`src/rtl/triumph_if_stage_pkg.sv`:
```
// triumph_if_stage_pkg
//   Shared constants and types for the instruction-fetch stage:
//   - IF_NOP            : canonical NOP (addi x0,x0,0) shown while nothing was fetched
//   - BOOT_ADDR_DEFAULT : default first fetch address after reset
//   - if_state_e        : fetch FSM state encoding (exposed on the debug port)
//   - word_align        : clears address bits [1:0]
package triumph_if_stage_pkg;

  localparam logic [31:0] IF_NOP            = 32'h0000_0013;
  localparam logic [31:0] BOOT_ADDR_DEFAULT = 32'h0000_0000;

  typedef enum logic [1:0] {
    IF_S_REQ   = 2'd0,  // free to request, nothing outstanding
    IF_S_WAIT  = 2'd1,  // granted, response will be loaded
    IF_S_FLUSH = 2'd2   // granted, response will be dropped
  } if_state_e;

  function automatic logic [31:0] word_align(input logic [31:0] addr);
    return addr & 32'hFFFF_FFFC;
  endfunction

endpackage

```
`src/rtl/triumph_if_stage.sv`:
```
// triumph_if_stage
//   Instruction-fetch stage with the IF/ID pipeline register. Generates the PC,
//   fetches over a req/gnt/rvalid port with at most one transaction in flight,
//   and holds the fetched word for the ID stage.
//
//   Handshakes:
//     Memory side : a request transfers on a cycle with instr_req_o && instr_gnt_i;
//                   once raised, instr_req_o and instr_addr_o stay stable until
//                   granted unless a redirect arrives. instr_rvalid_i returns the
//                   single outstanding response one or more cycles later.
//     ID side     : the word transfers on a cycle with instr_valid_o && id_ready_i;
//                   instr_o/pc_o are stable while instr_valid_o is high and not taken.
//
//   Ports:
//     clk_i, rst_i                  clock, synchronous active-high reset
//     instr_req_o / instr_addr_o    fetch request and word-aligned address
//     instr_gnt_i                   memory accepts the request
//     instr_rvalid_i/instr_rdata_i  read response
//     redirect_i / redirect_pc_i    PC redirect from EX (target low bits masked)
//     id_ready_i                    ID consumes the output register
//     instr_valid_o/instr_o/pc_o    output register toward ID
//     opcode_o/funct3_o/funct7_o    decode fields sliced from instr_o
//     dbg_state_o                   current fetch FSM state (if_state_e encoding)
module triumph_if_stage
  import triumph_if_stage_pkg::*;
#(
  parameter logic [31:0] BOOT_ADDR = BOOT_ADDR_DEFAULT
) (
  input  logic        clk_i,
  input  logic        rst_i,
  output logic        instr_req_o,
  output logic [31:0] instr_addr_o,
  input  logic        instr_gnt_i,
  input  logic        instr_rvalid_i,
  input  logic [31:0] instr_rdata_i,
  input  logic        redirect_i,
  input  logic [31:0] redirect_pc_i,
  input  logic        id_ready_i,
  output logic        instr_valid_o,
  output logic [31:0] instr_o,
  output logic [31:0] pc_o,
  output logic [6:0]  opcode_o,
  output logic [2:0]  funct3_o,
  output logic [6:0]  funct7_o,
  output logic [1:0]  dbg_state_o
);

  if_state_e   r_state;
  logic [31:0] r_pc;
  logic [31:0] r_fetch_pc;
  logic        r_valid;
  logic [31:0] r_instr;
  logic [31:0] r_pc_out;

  logic        w_req;
  logic        w_load;
  logic [31:0] w_redirect_pc;

  // A request is only issued when the single output slot is free or is being
  // drained this cycle, so the response always has somewhere to land.
  assign w_req         = (r_state == IF_S_REQ) && !redirect_i && (!r_valid || id_ready_i);
  assign w_load        = (r_state == IF_S_WAIT) && instr_rvalid_i && !redirect_i;
  assign w_redirect_pc = word_align(redirect_pc_i);

  always_ff @(posedge clk_i) begin
    if (rst_i) begin
      r_state    <= IF_S_REQ;
      r_pc       <= word_align(BOOT_ADDR);
      r_fetch_pc <= word_align(BOOT_ADDR);
      r_valid    <= 1'b0;
      r_instr    <= IF_NOP;
      r_pc_out   <= 32'h0000_0000;
    end else begin
      // Output register: redirect beats load, load beats consume.
      if (redirect_i) begin
        r_valid <= 1'b0;
      end else if (w_load) begin
        r_valid  <= 1'b1;
        r_instr  <= instr_rdata_i;
        r_pc_out <= r_fetch_pc;
      end else if (id_ready_i && r_valid) begin
        r_valid <= 1'b0;
      end

      case (r_state)
        IF_S_REQ: begin
          if (redirect_i) begin
            r_pc <= w_redirect_pc;
          end else if (w_req && instr_gnt_i) begin
            r_fetch_pc <= r_pc;
            r_pc       <= r_pc + 32'd4;
            r_state    <= IF_S_WAIT;
          end
        end
        IF_S_WAIT: begin
          if (redirect_i) begin
            r_pc <= w_redirect_pc;
            // Response already here: drop it now; otherwise drop it when it comes.
            r_state <= instr_rvalid_i ? IF_S_REQ : IF_S_FLUSH;
          end else if (instr_rvalid_i) begin
            r_state <= IF_S_REQ;
          end
        end
        IF_S_FLUSH: begin
          if (redirect_i) begin
            r_pc <= w_redirect_pc;
          end
          if (instr_rvalid_i) begin
            r_state <= IF_S_REQ;
          end
        end
        default: begin
          r_state <= IF_S_REQ;
        end
      endcase
    end
  end

  assign instr_req_o   = w_req;
  assign instr_addr_o  = r_pc;
  assign instr_valid_o = r_valid;
  assign instr_o       = r_instr;
  assign pc_o          = r_pc_out;
  assign opcode_o      = r_instr[6:0];
  assign funct3_o      = r_instr[14:12];
  assign funct7_o      = r_instr[31:25];
  assign dbg_state_o   = r_state;

endmodule

```
`config.mk`:
```
export PLATFORM = sky130hd
export DESIGN_NAME = triumph_if_stage
export DESIGN_NICKNAME = d
export VERILOG_FILES = /design/src/rtl/triumph_if_stage_pkg.sv /design/src/rtl/triumph_if_stage.sv
export SDC_FILE = /design/constraint.sdc
export NUM_CORES = 1
export LEC_CHECK = 0
export CORE_MARGIN = 3
export CORE_UTILIZATION = 46
export CTS_CLUSTER_DIAMETER = 120
export DETAILED_ROUTE_END_ITERATION = 8
export HOLD_SLACK_MARGIN = 0.1
export PLACE_DENSITY = 0.92
export RECOVER_POWER = 25
export SETUP_SLACK_MARGIN = 0.02
export SLEW_MARGIN = 15
export SYNTH_ARGS = -nofsm -noshare
export SYNTH_HDL_FRONTEND = slang
export SYNTH_SLANG_ARGS = --single-unit
```
`constraint.sdc`:
```
create_clock -name clk_i -period 2.5 [get_ports clk_i]
set_clock_uncertainty 0.15 [all_clocks]
set_input_delay 0.5 -clock clk_i [delete_from_list [all_inputs] [get_ports clk_i]]
set_output_delay 0.5 -clock clk_i [all_outputs]
set_load 0.05 [all_outputs]
```
## Yosys cells after proc, flatten, opt, wreduce, memory -nomap -nowiden

Index checks and enable logic that the tools add are counted.
Widths: inputs -> output; s select.

- Add/sub/neg operators: 1
- Eq/ne operators: 6
- Multiplexer cells: 12
- Bitwise gates (word level): 1
- Reductions and logical operators: 18

Operators by type and width:

| kind | count |
|---|---|
| $mux 32 | 3 |
| $pmux 32 s2 | 1 |
| $add 32x3->32 const B | 1 |
| $mux 2 | 5 |
| $logic_and 1x1->1 | 6 |
| $pmux 2 s3 | 1 |
| $reduce_and 3->1 | 2 |
| $ne 2x1->1 const B | 2 |
| $reduce_and 2->1 | 2 |
| $reduce_bool 2->1 | 2 |
| $reduce_or 2->1 | 2 |
| $ne 3x2->1 const B | 1 |
| $eq 2x1->1 const B | 1 |
| $eq 2x2->1 const B | 1 |
| $logic_not 1->1 | 2 |
| $logic_not 2->1 | 1 |
| $mux 1 | 2 |
| $ne 2x2->1 const B | 1 |
| $logic_or 1x1->1 | 1 |
| $not 1->1 | 1 |

- Bits in registers: 131
- Input port bits: 70
- Output and inout port bits: 117
- Logic and storage cells: 44

## Longest topological paths before layout

Gate-level depths: netlist (run 1).

- Depth after elaboration: 7
- Gate-level depth with buffers: 10
- Gate-level depth less buffers: 7

## Worst setup path before layout (run 1)

No wires, ideal clock.

- Path kind: register -> register
- Start point: register r_pc[2], in the netlist instr_addr_o[2]
- End point: register r_pc[30], in the netlist instr_addr_o[30]
- Data arrival time: 2233 ps
- Data required time: 2259 ps
- Slack: 26 ps
- Stages on the path, launching flop included: 7
- Cell sequence: dfxtp_1 > ha_1 > nand4_4 > or4_4 > nor2_1 > a311oi_1 > a311oi_1

- Cells in the longest elaborated chain, start to end: 4

RTL lines:

| item | line | text |
|---|---|---|
| from (decl) | triumph_if_stage.sv:49 | `logic [31:0] r_pc;` |
| from (signal assigned) | triumph_if_stage.sv:68 | `r_pc <= word_align(BOOT_ADDR);` |
| from (signal assigned) | triumph_if_stage.sv:88 | `r_pc <= w_redirect_pc;` |
| from (signal assigned) | triumph_if_stage.sv:91 | `r_pc <= r_pc + 32'd4;` |
| $add 32x3->32 | triumph_if_stage.sv:91 |  |
| $mux 32 | triumph_if_stage.sv:89 | `end else if (w_req && instr_gnt_i) begin` |
| $mux 32 | triumph_if_stage.sv:87 | `if (redirect_i) begin` |
| $pmux 32 s2 | triumph_if_stage.sv:85 | `case (r_state)` |

Every way passes these cells. The select of a mux whose other input is x is not followed.
A chain may end at the register's enable or synchronous reset.

## Worst setup path after layout (run 1)

- Start point: register r_pc[19], in the netlist instr_addr_o[19]
- End point: output instr_addr_o[19]

RTL lines:

| item | line | text |
|---|---|---|
| to (decl) | triumph_if_stage.sv:32 | `output logic [31:0] instr_addr_o,` |

No word-level cell between the ends.

==> run metrics, run 1 <==
Setup Viol. Count Final=0; Max Root-Sink Buffers=2; number of antenna violations at the first check in global routing=0; number of max-capacitance violations reported=0; detailed-route via count=5590; power density of the placed cells=680.6 nW/µm²; worst path setup slack after routing=between 50 and 60 ps; class of the tightest hold or removal check=reg -> reg; routed wire length=roughly 16000 µm; DP Cell Count=approximately 990; TritonCTS clock tree=built; syn avg cell area=between 7 and 8 µm²; worst IR drop on VDD=about 0.44 mV; CTS buffer count=17; startpoint of the most critical register-to-register path=dbg_state_o[0]; Yosys top cell area share=between 40% and 50%; CP Capture Type=output port; critical path cell sequence=clkdlybuf4s50_1; number of nets with antenna violations after detailed routing=0; most frequent cells in the layout=219 x nand2_1, 169 x clkdlybuf4s50_1, 125 x dfxtp_1; maximum fanout along the worst path=7; core area=about 12000 µm²; outcome=complete, no violations; leading cell type in the layout, fill and taps excluded=nand2_1; Reg clk slew, reported paths=~60 ps; final critical delay including setup and external delays=between 2000 and 2500 ps; Die Outline Area=13310 µm²; Util after Layout=around 69%; Port-buffer cells=between 150 and 200; remaining design rule violation count=0; number of distinct standard cells referenced by the synthesized netlist=55; wire length of the first global-routing pass=25520 µm; post-detail-place hpwl=10710 µm; worst relative slew slack=a little under three fifths; leading cell types by total area after synthesis=dfxtp_1 45%, nand2_1 15%, a21oi_1 10%, clkbuf_1 2.9%, buf_4 2.9%; filler cell count=between 800 and 900; gate count after technology mapping=711; cell type with the largest total area after synthesis=dfxtp_1; endpoint arrival time on the critical path=between 1500 and 2000 ps; area used by sequential logic in the layout=roughly 2500 µm²; prevailing post-synth register cell=dfxtp_1; Max stage delay on crit path=between 800 and 900 ps; Rows=39; source-to-sink clock delay at the later pin of the worst-skew pair=between 400 and 500 ps; die span in y=about 120 µm; Setup Slack @ Placement=~70 ps; Initial DRC Count=about 480; unrepaired setup endpoints after global routing=true; number of ports placed on the die boundary=roughly 190; Top Family by Delay on Critical Path=buffers and inverters; pin count of the biggest net entering global routing=93; Post-synth ARST share=0%; worst setup path startpoint=instr_addr_o[19]; synthesis-to-layout area growth=45.19%; post-layout net count=approximately 940; total of flip-flops plus latches after synthesis=125; cell with the largest stage delay on the worst path=clkdlybuf4s50_1; actual transition at the worst max-transition pin=665.0 ps; count of warnings emitted by yosys=0; buffers and inverters on the worst path=1; initial core utilization=47.57%; share of final-layout standard cells stronger than drive strength 1=under 10%; Final period util=a little over nine tenths; Crit path required time=~1900 ps; residual overflow from global routing=0; via/cell ratio=roughly 5.5; horizontal die dimension=approximately 120 µm; Max Fclk=408.5 MHz; leakage power=about 2.9 nW; Overall Global Routing Usage=approximately a quarter; setup TNS=0 ps; fin. max-slew vios=0; ant diodes=0; CTS Root Buffer Type=clkbuf_16; first drt pass iteration count=5; area of the mapped netlist=5502 µm²; number of enable-type register cells in the synthesized netlist=0; drt wl/cell=around 16 µm; buffers inserted during post-CTS setup optimization=0; Worst Hold Launch=r_fetch_pc[26]; Multi-input gate area=2639 µm²; placer congestion estimate=slightly above 0.9; number of global-route vias before repair=~5.2k; Worst Setup Start Kind=flip-flop; final hold violation count=0; post-synthesis sequential area ratio=a little under half; path type of the worst setup path=reg -> out; clock sink count=about 130; # H-tree levels=4; number of standard cells in the final layout excluding fillers=1020
==> layer usage <==
layer  GRT usage (%)  wire length, µm  vias up
met1           31.76             6816     2557
met3           5.895             1364       31
met5               0                0        -
li1                -                -     2718
met2           37.81             7687      284
met4           7.590              343        0
==> power by group <==
group	switching (mW)	internal [mW]	leakage, nW	total (mW)
combinational	0.521	0.341	1.64	0.862
sequential	0.106	2.07	1.02	2.17
clock	0.886	1.52	0.273	2.40
total	1.51	3.92	2.93	5.44
==> final cells by class <==
class,count,share of cell area (%)
well taps,143,2.240
multi-input cells,511,33.04
clock buffers,22,5.811
flip-flops and latches,125,31.33
repair buffers,204,25.92
inverters,5,0.2350
clock inverters,10,1.425
==> cell families (layout without fill, tap and decap cells) <==
group	after synthesis	after routing	synth area share (%)
DFF	125	125	45.49
buffers and inverters	78	241	6.936
AOI/OAI and AO/OA	187	187	20.13
adders and majority gates	5	5	1.137
and+or+nand+nor	315	315	26.25
other	1	4	0.06816
==> metrics by stage <==
step	instance area [µm²]	hold WS [ps]	total power [mW]
detailed placement	7412	292.9	3.061
global route	7988	313.5	5.601
finish	7988	298.8	5.437
CTS	7989	300.3	5.444
global placement	7412	287.6	3.048
floorplan	5513	282.2	2.704
==> synth_stat cells, types with 2 or more instances <==
library cell and number:
a211oi_1 9, a21o_1 4, a21o_2 2, a21oi_1 114
a22o_1 5, a311oi_1 4, a31oi_1 4, and2_1 7
and3_1 3, and4_1 4, buf_2 8, buf_4 21
clkbuf_1 43, dfxtp_1 125, ha_1 5, inv_1 5
nand2_1 220, nand2b_1 6, nand3_1 11, nand4_1 10
nand4_4 2, nor2_1 23, nor2b_1 2, nor3_1 9
nor4_1 3, nor4_4 2, o21ai_0 19, o221a_2 3
o2bb2ai_1 2, o31ai_1 8, or2_2 2, or3_1 2
or4_4 2
==> final timing paths <==
path                                          to  slack, ps  depth (start not counted)
worst max-delay path            instr_addr_o[19]         50                          1
worst min-delay path                    pc_o[26]        300                          2
worst max register to register  instr_addr_o[21]        190                          9
worst min register to register          pc_o[26]        300                          2
==> what timing repair did <==
action                     CTS  global route
hold buffers                 0             0
setup endpoints to repair    1            11
resized for setup            1             9
==> sequential cells by signal (all words and copies together), names as in the netlist <==
register and cells:
instr_addr_o 30, instr_valid_o 1, pc_o 30, instr_o 32, dbg_state_o 2, r_fetch_pc 30
Note: power is estimated with default switching activity, not from simulation.
==> run 2, diff against run 1 <==
Settings changed: SKIP_CTS_REPAIR_TIMING set to 1.
==> run 2 against run 1 <==
  * Global-route usage is the same
  * Power is essentially flat
  * Final area is essentially flat
  * Setup slack lost 3.5 ps
  * Non-clock buffer count is the same
  * Wire length is essentially flat
  * Clock-buffer cell count is the same
  * Critical path depth is the same
  * Largest power group unchanged
  * Highest routed layer unchanged
==> run metrics, run 2 (synthesis gave the netlist of run 1 again) <==
outcome=complete, no violations; drt wl/cell=~16 µm; placer congestion estimate=around 0.91; area used by sequential logic in the layout=2502 µm²; number of standard cells in the final layout excluding fillers=between 1k and 1.5k; worst setup path startpoint=instr_addr_o[19]; routed wire length=~16000 µm; routing layer with the top usage in global route=met2; share of final-layout standard cells stronger than drive strength 1=between 8 and 9%; startpoint of the most critical register-to-register path=dbg_state_o[0]; CTS buffer count=17; Multi-input gate area=between 2000 and 3000 µm²; detailed-route via count=~5.6k; unrepaired setup endpoints after global routing=true; most frequent cells in the layout=219 x nand2_1, 169 x clkdlybuf4s50_1, 125 x dfxtp_1; class of the tightest hold or removal check=reg -> reg; flip-flop count of the largest register, all copies and words added=32; post-detail-place hpwl=roughly 11000 µm; Non-Filler Cell Area, Final=around 8000 µm²; cell with the largest stage delay on the worst path=clkdlybuf4s50_1; clock sink count=125; met1 routing resource usage after global routing=31.76%; Top Family by Delay on Critical Path=buffers and inverters; CTS Root Buffer Type=clkbuf_16; leading cell type in the layout, fill and taps excluded=nand2_1; Rows=39; buffers and inverters on the worst path=1; ant diodes=0; initial core utilization=between 40% and 50%; number of nets with antenna violations after detailed routing=0; placed cell area=between 7000 and 8000 µm²; number of antenna violations at the first check in global routing=0; leakage power=roughly 3 nW; source-to-sink clock delay at the later pin of the worst-skew pair=between 400 and 500 ps; worst IR drop on VDD=between 0.4 and 0.5 mV; synthesis-to-layout area growth=45.26%; worst setup slack for register-to-register paths=between 150 and 200 ps; wire length of the first global-routing pass=roughly 26000 µm; Die Outline Area=about 13000 µm²; final critical delay including setup and external delays=2452 ps; number of ports placed on the die boundary=between 150 and 200; power density of the placed cells=680.5 nW/µm²; number of max-capacitance violations reported=0; Crit path required time=between 1500 and 2000 ps; pin count of the biggest net entering global routing=93; CP Capture Type=output port; Setup Viol. Count Final=0; Overall Global Routing Usage=around a quarter; Initial DRC Count=475; Max stage delay on crit path=about 880 ps; residual overflow from global routing=0; fin. max-slew vios=0; Max Root-Sink Buffers=2; Max Fclk=407.9 MHz; post-layout net count=about 940; first drt pass iteration count=5; remaining design rule violation count=0; core area=about 12000 µm²; Reg clk slew, reported paths=~60 ps; DP Cell Count=988; die span in y=about 120 µm; actual transition at the worst max-transition pin=approximately 660 ps; via/cell ratio=5.476; met3 global-route usage=5.895%; # H-tree levels=4; final hold violation count=0; met2 usage=between 30% and 40%; Port-buffer cells=180; capturing instance or port of the critical path=instr_addr_o[19]; number of global-route vias before repair=5171; horizontal die dimension=115.4 µm; path type of the worst setup path=reg -> out; maximum fanout along the worst path=7; endpoint arrival time on the critical path=1800 ps; critical path cell sequence=clkdlybuf4s50_1; worst relative slew slack=between 50% and 60%; critical path depth in cells=1; filler cell count=approximately 870; Final period util=98.06%; TritonCTS clock tree=built; worst reg2reg path endpoint=instr_addr_o[21]; number of cells on the worst reg-to-reg path=9; Worst Setup Start Kind=flip-flop
## run 2: stage by stage
step | util [%] | setup TNS, ps | setup WS [ps] | total power, mW | hold WS (ps)
final | 69.10 | 0 | 48.45 | 5.438 | 298.8
after global routing | 69.10 | 0 | 6.301 | 5.601 | 313.5
after CTS | 69.09 | -15.19 | -15.19 | 5.445 | 300.3
after detailed placement | 64.09 | 0 | 70.65 | 3.061 | 292.9
after global placement | 64.09 | 0 | 77.32 | 3.048 | 287.6
after floorplan | - | 0 | 25.60 | 2.704 | 282.2
## run 2: cell type report
cell class | count | share of cell area, %
clock inverters | 10 | 1.425
flip-flops and latches | 125 | 31.31
clock buffers | 22 | 5.809
repair buffers | 204 | 25.96
well taps | 143 | 2.239
multi-input cells | 511 | 33.02
inverters | 5 | 0.2349
## run 2: metal layers
layer / part of all wire [%] / vias to the layer above
met5: 0 / -
met4: 2.1 / 0
met3: 8.2 / 31
met2: 48 / 272
met1: 42 / 2565
li1: - / 2718
## run 2: where the power goes
part	internal (mW)	total [mW]	leakage (nW)	switching, mW
combinational	0.341	0.863	1.66	0.522
sequential	2.07	2.17	1.02	0.105
clock	1.52	2.40	0.273	0.886
total	3.92	5.44	2.94	1.51
## run 2: worst min-delay path by stage
stage	start	end	depth (start not counted)
after floorplan	r_fetch_pc[10]	pc_o[10]	2
after global placement	r_fetch_pc[4]	pc_o[4]	2
after detailed placement	r_fetch_pc[26]	pc_o[26]	2
after CTS	r_fetch_pc[26]	pc_o[26]	2
after global routing	r_fetch_pc[16]	r_fetch_pc[16]	2
final	r_fetch_pc[26]	pc_o[26]	2
==> run 3, diff against run 2 <==
Settings changed: CORE_MARGIN 3 to 8, SLEW_MARGIN 15 to 25.
==> run 3 against run 2 <==
  * Clock-buffer cell count grew 4
  * Flip-flop and latch count unchanged
  * Die area rose by 18%
  * First-iteration DRC count is 6.7% lower
  * Fmax rose by 0.55%
  * Register-to-register slack improved by 20 ps
  * Global-route usage decreased by 2.8 points
  * Setup slack improved by 13 ps
  * Via count grew 0.43%
  * Cell count up 0.69%
  * Critical path type unchanged
  * Largest cell class unchanged
  * Largest power group unchanged
==> run metrics, run 3 (synthesis gave the netlist of run 1 again) <==
fin. max-slew vios=0; area used by sequential logic in the layout=between 2000 and 3000 µm²; Reg clk slew, reported paths=roughly 50 ps; worst path setup slack after routing=61.80 ps; horizontal die dimension=roughly 130 µm; final hold violation count=0; Worst Setup Start Kind=flip-flop; # H-tree levels=4; wire length of the first global-routing pass=around 27000 µm; worst IR drop on VDD=0.5116 mV; share of final-layout standard cells stronger than drive strength 1=under 10%; Max Fclk=about 400 MHz; Final period util=slightly below 100%; number of standard cells in the final layout excluding fillers=around 1.0k; via/cell ratio=5.463; worst setup slack for register-to-register paths=around 200 ps; power density of the placed cells=roughly 690 nW/µm²; number of nets with antenna violations after detailed routing=0; portion of total power attributed to the clock network=roughly 46%; CTS buffer count=17; Max stage delay on crit path=slightly below 900 ps; combinational cell fraction of total power=15.5%; routed wire length=about 17000 µm; cell with the largest stage delay on the worst path=clkdlybuf4s50_1; endpoint arrival time on the critical path=1790 ps; number of ports placed on the die boundary=about 190; switching part of the total=roughly 26%; source-to-sink clock delay at the later pin of the worst-skew pair=410 ps; core area=11860 µm²; number of antenna violations at the first check in global routing=0; synthesis-to-layout area growth=46.30%; maximum fanout along the worst path=7; buffers and inverters on the worst path=1; critical path cell sequence=clkdlybuf4s50_1; first drt pass iteration count=5; leakage power=3.012 nW; CP Capture Type=output port; filler cell count=940; path type of the worst setup path=reg -> out; class of the tightest hold or removal check=reg -> reg; pin count of the biggest net entering global routing=48; setup TNS=0 ps; Max Root-Sink Buffers=2; switching pwr=approximately 1.4 mW; worst relative slew slack=approximately three fifths; Util after Layout=between 60% and 70%; Overall Global Routing Usage=20.98%; final critical delay including setup and external delays=~2400 ps; number of max-capacitance violations reported=0; drt wl/cell=about 16 µm; relative contribution of sequential cells to total power=around two fifths; Top Family by Delay on Critical Path=buffers and inverters; Setup Viol. Count Final=0; residual overflow from global routing=0; ant diodes=0; actual transition at the worst max-transition pin=604.1 ps; Initial DRC Count=443; clock sink count=approximately 130; post-detail-place hpwl=11780 µm; leading cell type in the layout, fill and taps excluded=nand2_1; detailed-route via count=approximately 5.6k; Die Outline Area=approximately 16000 µm²; most frequent cells in the layout=220 x nand2_1, 168 x clkdlybuf4s50_1, 125 x dfxtp_1; number of global-route vias before repair=about 5.3k; flip-flop count of the largest register, all copies and words added=32; Setup Slack @ Placement=-5.939 ps; post-layout net count=about 940; initial core utilization=a little under half; Crit path required time=between 1500 and 2000 ps; internal power=slightly above 4 mW; Rows=40; outcome=complete, no violations; DP Cell Count=996; Multi-input gate area=between 2000 and 3000 µm²; unrepaired setup endpoints after global routing=false; TritonCTS clock tree=built; CTS Root Buffer Type=clkbuf_16; placer congestion estimate=between 0.9 and 1; remaining design rule violation count=0; die span in y=~130 µm; Port-buffer cells=between 150 and 200
## run 3: worst register-to-register path: cells and delay by family (launching register included)
kind / cells / cell delay (ps)
AO/OA/AOI/OAI: 3 / 650
flip-flops: 1 / 430
AND/OR/NAND/NOR: 2 / 340
adder cells (fa/ha/maj): 1 / 320
buffers and inverters: 2 / 280
## run 3: cell type report
type | instances | area share (%)
clock inverters | 5 | 1.275
flip-flops and latches | 125 | 31.09
well taps | 147 | 2.285
multi-input cells | 511 | 32.80
inverters | 5 | 0.2332
repair buffers | 208 | 25.87
clock buffers | 26 | 6.451
## run 3: power by group through the flow
stage | clock [mW] | combinational (mW) | sequential, mW
after floorplan | 0 | 0.328 | 2.38
after global placement | 0 | 0.847 | 2.20
after detailed placement | 0 | 0.855 | 2.20
after CTS | 2.59 | 0.864 | 2.16
after global routing | 2.67 | 0.912 | 2.18
final | 2.54 | 0.862 | 2.17
## run 3: per-layer routing
metal	global-route usage, %	share of wire (%)
met5	0	0
met4	11.32	2.6
met3	5.950	7.6
met2	34.68	48
met1	24.17	42
## run 3: stage by stage
stage / hold WS, ps / area (µm²) / total power [mW]
detailed placement: 294.8 / 7422 / 3.058
CTS: 300.0 / 8044 / 5.616
floorplan: 282.2 / 5513 / 2.704
finish: 300.0 / 8049 / 5.573
global placement: 288.1 / 7422 / 3.048
global route: 310.0 / 8049 / 5.757
## run 3: worst paths after layout
path	from	endpoint	cells past startpoint
max	instr_addr_o[6]	instr_addr_o[6]	1
min	r_fetch_pc[31]	pc_o[31]	2
max reg2reg	dbg_state_o[1]	instr_addr_o[12]	8
min reg2reg	r_fetch_pc[31]	pc_o[31]	2
